<file path="src/rtl/derrida_accumulator.sv">
// Derrida accumulator: captures a GRN transition table, bins output Hamming
// distance over every state pair by input Hamming distance, then streams N records.
module derrida_accumulator #(
  parameter int unsigned N     = 5,
  parameter int unsigned ACC_W = 16
) (
  input  logic             clk,
  input  logic             rst_n,
  input  logic             input_data_valid,
  input  logic [N-1:0]     input_data,
  output logic             out_valid,
  input  logic             out_ready,
  output logic [N-1:0]     out_hamming,
  output logic [ACC_W-1:0] out_count,
  output logic [ACC_W-1:0] out_sum,
  output logic             done,
  output logic             err
);

  localparam int unsigned DEPTH = 1 << N;

  typedef enum logic [1:0] {ST_CAPTURE, ST_COMPUTE, ST_DRAIN, ST_DONE} state_t;

  state_t             state, state_nxt;
  logic [N-1:0]       wr_cnt;
  logic [N-1:0]       i_idx, j_idx;
  logic [N-1:0]       tbl [DEPTH];
  logic [ACC_W-1:0]   cnt [N];
  logic [ACC_W-1:0]   sum [N];
  logic [N-1:0]       hin, hout;
  logic               last_beat, last_pair, accept;
  logic [N-1:0]       rec_sel;
  logic [ACC_W-1:0]   rec_cnt, rec_sum;

  function automatic logic [N-1:0] popcount(input logic [N-1:0] v);
    logic [N-1:0] c;
    c = '0;
    for (int k = 0; k < N; k++) c = c + N'(v[k]);
    return c;
  endfunction

  // Pair distances and phase-boundary strobes
  always_comb begin
    hin       = popcount(i_idx ^ j_idx);
    hout      = popcount(tbl[i_idx] ^ tbl[j_idx]);
    last_beat = (state == ST_CAPTURE) && input_data_valid && (wr_cnt == N'(DEPTH - 1));
    last_pair = (state == ST_COMPUTE) && (i_idx == N'(DEPTH - 2));
    accept    = (state == ST_DRAIN) && out_valid && out_ready;
  end

  always_ff @(posedge clk or negedge rst_n) begin
    if (!rst_n) state <= ST_CAPTURE;
    else        state <= state_nxt;
  end

  always_comb begin
    state_nxt = state;
    case (state)
      ST_CAPTURE: if (last_beat) state_nxt = ST_COMPUTE;
      ST_COMPUTE: if (last_pair) state_nxt = ST_DRAIN;
      ST_DRAIN:   if (accept && (out_hamming == N'(N))) state_nxt = ST_DONE;
      default:    state_nxt = ST_DONE;
    endcase
  end

  // Next record to present; on the final pair the bin being updated is bypassed in
  always_comb begin
    rec_sel = (state == ST_COMPUTE) ? N'(1) : out_hamming + N'(1);
    rec_cnt = '0;
    rec_sum = '0;
    for (int k = 0; k < N; k++) begin
      if (rec_sel == N'(k + 1)) begin
        rec_cnt = cnt[k];
        rec_sum = sum[k];
        if ((state == ST_COMPUTE) && (hin == N'(k + 1))) begin
          rec_cnt = cnt[k] + ACC_W'(1);
          rec_sum = sum[k] + ACC_W'(hout);
        end
      end
    end
  end

  always_ff @(posedge clk) begin
    if ((state == ST_CAPTURE) && input_data_valid) tbl[wr_cnt] <= input_data;
  end

  always_ff @(posedge clk or negedge rst_n) begin
    if (!rst_n) begin
      wr_cnt      <= '0;
      i_idx       <= '0;
      j_idx       <= '0;
      out_valid   <= 1'b0;
      out_hamming <= '0;
      out_count   <= '0;
      out_sum     <= '0;
      done        <= 1'b0;
      err         <= 1'b0;
      for (int k = 0; k < N; k++) begin
        cnt[k] <= '0;
        sum[k] <= '0;
      end
    end else begin
      if ((state == ST_CAPTURE) && input_data_valid) wr_cnt <= wr_cnt + N'(1);
      if (input_data_valid && (state != ST_CAPTURE)) err <= 1'b1;

      // Pair walk: j sweeps i+1..DEPTH-1, then i advances
      if (last_beat) begin
        i_idx <= '0;
        j_idx <= N'(1);
      end else if ((state == ST_COMPUTE) && !last_pair) begin
        if (j_idx == N'(DEPTH - 1)) begin
          i_idx <= i_idx + N'(1);
          j_idx <= i_idx + N'(2);
        end else begin
          j_idx <= j_idx + N'(1);
        end
      end

      if (state == ST_COMPUTE) begin
        for (int k = 0; k < N; k++) begin
          if (hin == N'(k + 1)) begin
            cnt[k] <= cnt[k] + ACC_W'(1);
            sum[k] <= sum[k] + ACC_W'(hout);
          end
        end
      end

      if (last_pair) begin
        out_valid   <= 1'b1;
        out_hamming <= N'(1);
        out_count   <= rec_cnt;
        out_sum     <= rec_sum;
      end else if (accept) begin
        if (out_hamming == N'(N)) begin
          out_valid <= 1'b0;
          done      <= 1'b1;
        end else begin
          out_hamming <= rec_sel;
          out_count   <= rec_cnt;
          out_sum     <= rec_sum;
        end
      end
    end
  end

endmodule

</file>
<file path="config.mk">
export PLATFORM = sky130hd
export DESIGN_NAME = derrida_accumulator
export DESIGN_NICKNAME = d
export VERILOG_FILES = /design/src/rtl/derrida_accumulator.sv
export SDC_FILE = /design/constraint.sdc
export NUM_CORES = 1
export LEC_CHECK = 0
export CELL_PAD_IN_SITES_DETAIL_PLACEMENT = 0
export CELL_PAD_IN_SITES_GLOBAL_PLACEMENT = 2
export CORE_ASPECT_RATIO = 0.8
export CORE_MARGIN = 4
export CORE_UTILIZATION = 40
export CTS_CLUSTER_SIZE = 28
export DETAILED_ROUTE_END_ITERATION = 10
export PLACE_DENSITY = 0.74
export SKIP_LAST_GASP = 1
export SYNTH_ARGS = -nofsm -noshare
export SYNTH_HDL_FRONTEND = slang
export SYNTH_SLANG_ARGS = --single-unit
</file>
<file path="constraint.sdc">
create_clock -name clk -period 8.5 [get_ports clk]
set_clock_uncertainty 0.2 [all_clocks]
set_input_delay 0.85 -clock clk [delete_from_list [all_inputs] [get_ports clk]]
set_output_delay 0.85 -clock clk [all_outputs]
set_load 0.05 [all_outputs]
</file>
==> results.toml <==
[power_and_ir_drop]
p_switching_mw = 4.05
internal-power_mw = 4.71
power_density_nw_per_um2 = 407
power_frac_seq = 0.277
p_leak_nw = 8.64
vdd_drop_max_uv = 647
switching_share = 0.463
p_clk_frac = 0.201
comb_power_share = 0.521

[cells_and_area]
fill_cells = 4282
nets = 1681
antenna_cells = 0
drive_gt1_frac = 0.106
syn_to_final_growth_pct = 13.0
layout_common_cells = "215 x dfrtp_1, 160 x edfxtp_1, 121 x nand2_1, 107 x xnor2_1, 99 x nor2_1"
mostFrequentLayoutCell = "dfrtp_1"

[sta]
setup_viol = 0
layout_setup_ws_ps = 1670
fin_crit_sh = 0.803
rsz0062_at_grt = "no"
setup_tns_ps = 0
drv_slew = 0
timing.hold.ws_ps = 61.7
max_freq_mhz = 146
tightest_slew_ps = 1250
min_period_ps = 6830
maxSlewHeadroom = 0.164
report.final.hold_viol_count = 0

[critical_path]
r2r_start = "i_idx[0]"
crit_required_ps = 8730
arrival_ps = 7060
crit_path_start_kind = "register"
critical_path.top_delay_family = "adder cells"
crit_fanout = 55
worstPathCellList = "mux4_2, mux4_2, mux2i_1, xor2_1, fa_1, inv_1, fa_1, inv_1, ha_1, fa_1, nor2b_1, o21ai_0, a2111oi_0, xor2_1, o21a_1, a2111oi_0, nor4_1"
r2r_slack_ps = 1670
cpPeakStageDelay_ps = 1120
cp_num_cells = 17
critPathLaunch = "i_idx[0]"
cp-end-kind = "register"
critical_path_class = "reg2reg"
cp_slowest_cell = "dfrtp_4"
crit_buf_inv = 2
rr_worst_depth = 17
crit_top_cell = "fa_1"
endpoint = "out_sum[10]"
r2r_end = "out_sum[10]"

[yosys]
ys_seq_area_frac = 0.537
yosysWarnings = 0
ys_seq_elements = 377
synth_async_sr_flop_share = 0.576
synth_ff_type = "dfrtp_1"
synth_cell_types = 74
post-synth-top-area-cell = "dfrtp_1"
synth_cells = 1594
synth_area_um2 = 19100
synth.avg_cell_area_um2 = 12.0
synth_edf_count = 160
synth_top_area_frac = 0.285
syn_nets = 1642
synth_area_leaders = "dfrtp_1 28%, edfxtp_1 25%, mux4_2 6.4%"

[drt]
drc = 0
finalWirelength_mm = 57.9
ant_nets = 0
vias = 13400
wl_per_cell_um = 25.3
drt_iter0_drc = 1170
via_per_inst = 5.85
first_pass_iters = 5

[clocking]
root_buffer = "clkbuf_16"
worstSkewPairLatency_ps = 560
clkSinkCount = 377
clk_path_buf_depth = 3
htreeDepth = 2
cts_made_buffers = 41
cts_hold_buf = 0
post-cts-setup-buffers = 0
clk_pin_slew_ps = 60
cts_resized = 0
cts_tree = "built"

[die]
floorplan.rows = 71
die_area_um2 = 51200
io_pins = 49
coreArea_um2 = 47100
fp.dieH_um = 203
start_util = 0.405
die_w_um = 252

[min_path]
hold_class = "in2async"

[placed_design]
detailed_place_hpwl_mm = 40.7
port_buffers = 48
dp_slack_ps = 1660
gp_congestion = 0.903

[global_routing]
grt-ovfl-total = 0
grt_pass1_wl_mm = 88.6
grt_max_degree = 78
antenna_found_initial = 1
grt_use_total = 0.229
grt_pass1_vias = 13600

[flow_run]
maxCapViolCount = 0

[outcome]
status = "finished clean"
==> power by group through the flow <==
stage	Sequential (mW)	Combinational, mW	Clock, mW
2_1_floorplan	2.43	3.05	0
3_3_place_gp	2.46	4.50	0
3_5_place_dp	2.46	4.51	0
4_1_cts	2.43	4.52	1.80
5_1_grt	2.47	5.04	1.89
6_report	2.43	4.57	1.76
==> routing by layer <==
layer	vias to the layer above	track usage	wire length (um)
li1	6046	-	-
met1	6778	0.382	29600
met2	477	0.295	22200
met3	65	0.0557	5010
met4	0	0.0502	1060
met5	-	0	0
==> flip-flops by register name, summed over array words and instances (netlist names) <==
| name | cells |
|---|---|
| tbl | 160 |
| cnt | 80 |
| sum | 80 |
| out_count | 16 |
| out_sum | 16 |
| i_idx | 5 |
| j_idx | 5 |
| out_hamming | 5 |
| wr_cnt | 5 |
| state | 2 |
| done | 1 |
| err | 1 |
| out_valid | 1 |
==> logic make-up after synthesis <==
kind of cell / count (synthesis) / share of synthesized area
XOR/XNOR: 164 / 0.0753
flip-flops: 377 / 0.537
adder cells (fa/ha/maj): 39 / 0.0291
AO/OA/AOI/OAI: 298 / 0.105
AND/OR/NAND/NOR: 467 / 0.125
multiplexers: 131 / 0.105
buffers and inverters: 118 / 0.0244
==> Yosys cell counts (34+ instances only) <==
library cell and instances:
nand3_1 62, mux4_2 54, edfxtp_1 160, dfrtp_1 217, a21oi_1 68, xor2_1 57
nor2_1 101, nand4_1 34, inv_1 37, mux2i_1 68, nand2_1 121, xnor2_1 107
clkbuf_1 57, o21ai_0 56, o22ai_1 34
==> metrics by stage <==
stage	power, mW	area [um2]	util	std cells
after detailed placement	6.97	20200	0.430	2210
after global placement	6.96	20200	0.430	2210
after global routing	9.40	21500	0.458	2283
after CTS	8.75	21500	0.458	2283
after floorplan	5.48	19100	-	1594
final	8.76	21500	0.458	2283
==> worst min-delay path by stage <==
stage          endpoint  cells after the start  startpoint
2_1_floorplan   sum[63]                      1     sum[63]
3_3_place_gp    sum[63]                      1     sum[63]
3_5_place_dp    sum[79]                      1     sum[79]
4_1_cts         cnt[55]                      1       rst_n
5_1_grt         cnt[69]                      1       rst_n
6_report        cnt[55]                      1       rst_n
==> area by class of cell <==
| cell class | count | area, um2 | share of cell area |
|---|---|---|---|
| Timing Repair Buffer | 75 | 688 | 0.0319 |
| Clock buffer | 51 | 1120 | 0.0522 |
| Sequential cell | 377 | 10200 | 0.475 |
| Clock inverter | 22 | 190 | 0.00883 |
| Inverter | 39 | 146 | 0.00679 |
| Tap cell | 620 | 776 | 0.0360 |
| Multi-Input combinational cell | 1099 | 8380 | 0.389 |
(Power assumes the default switching activity.)
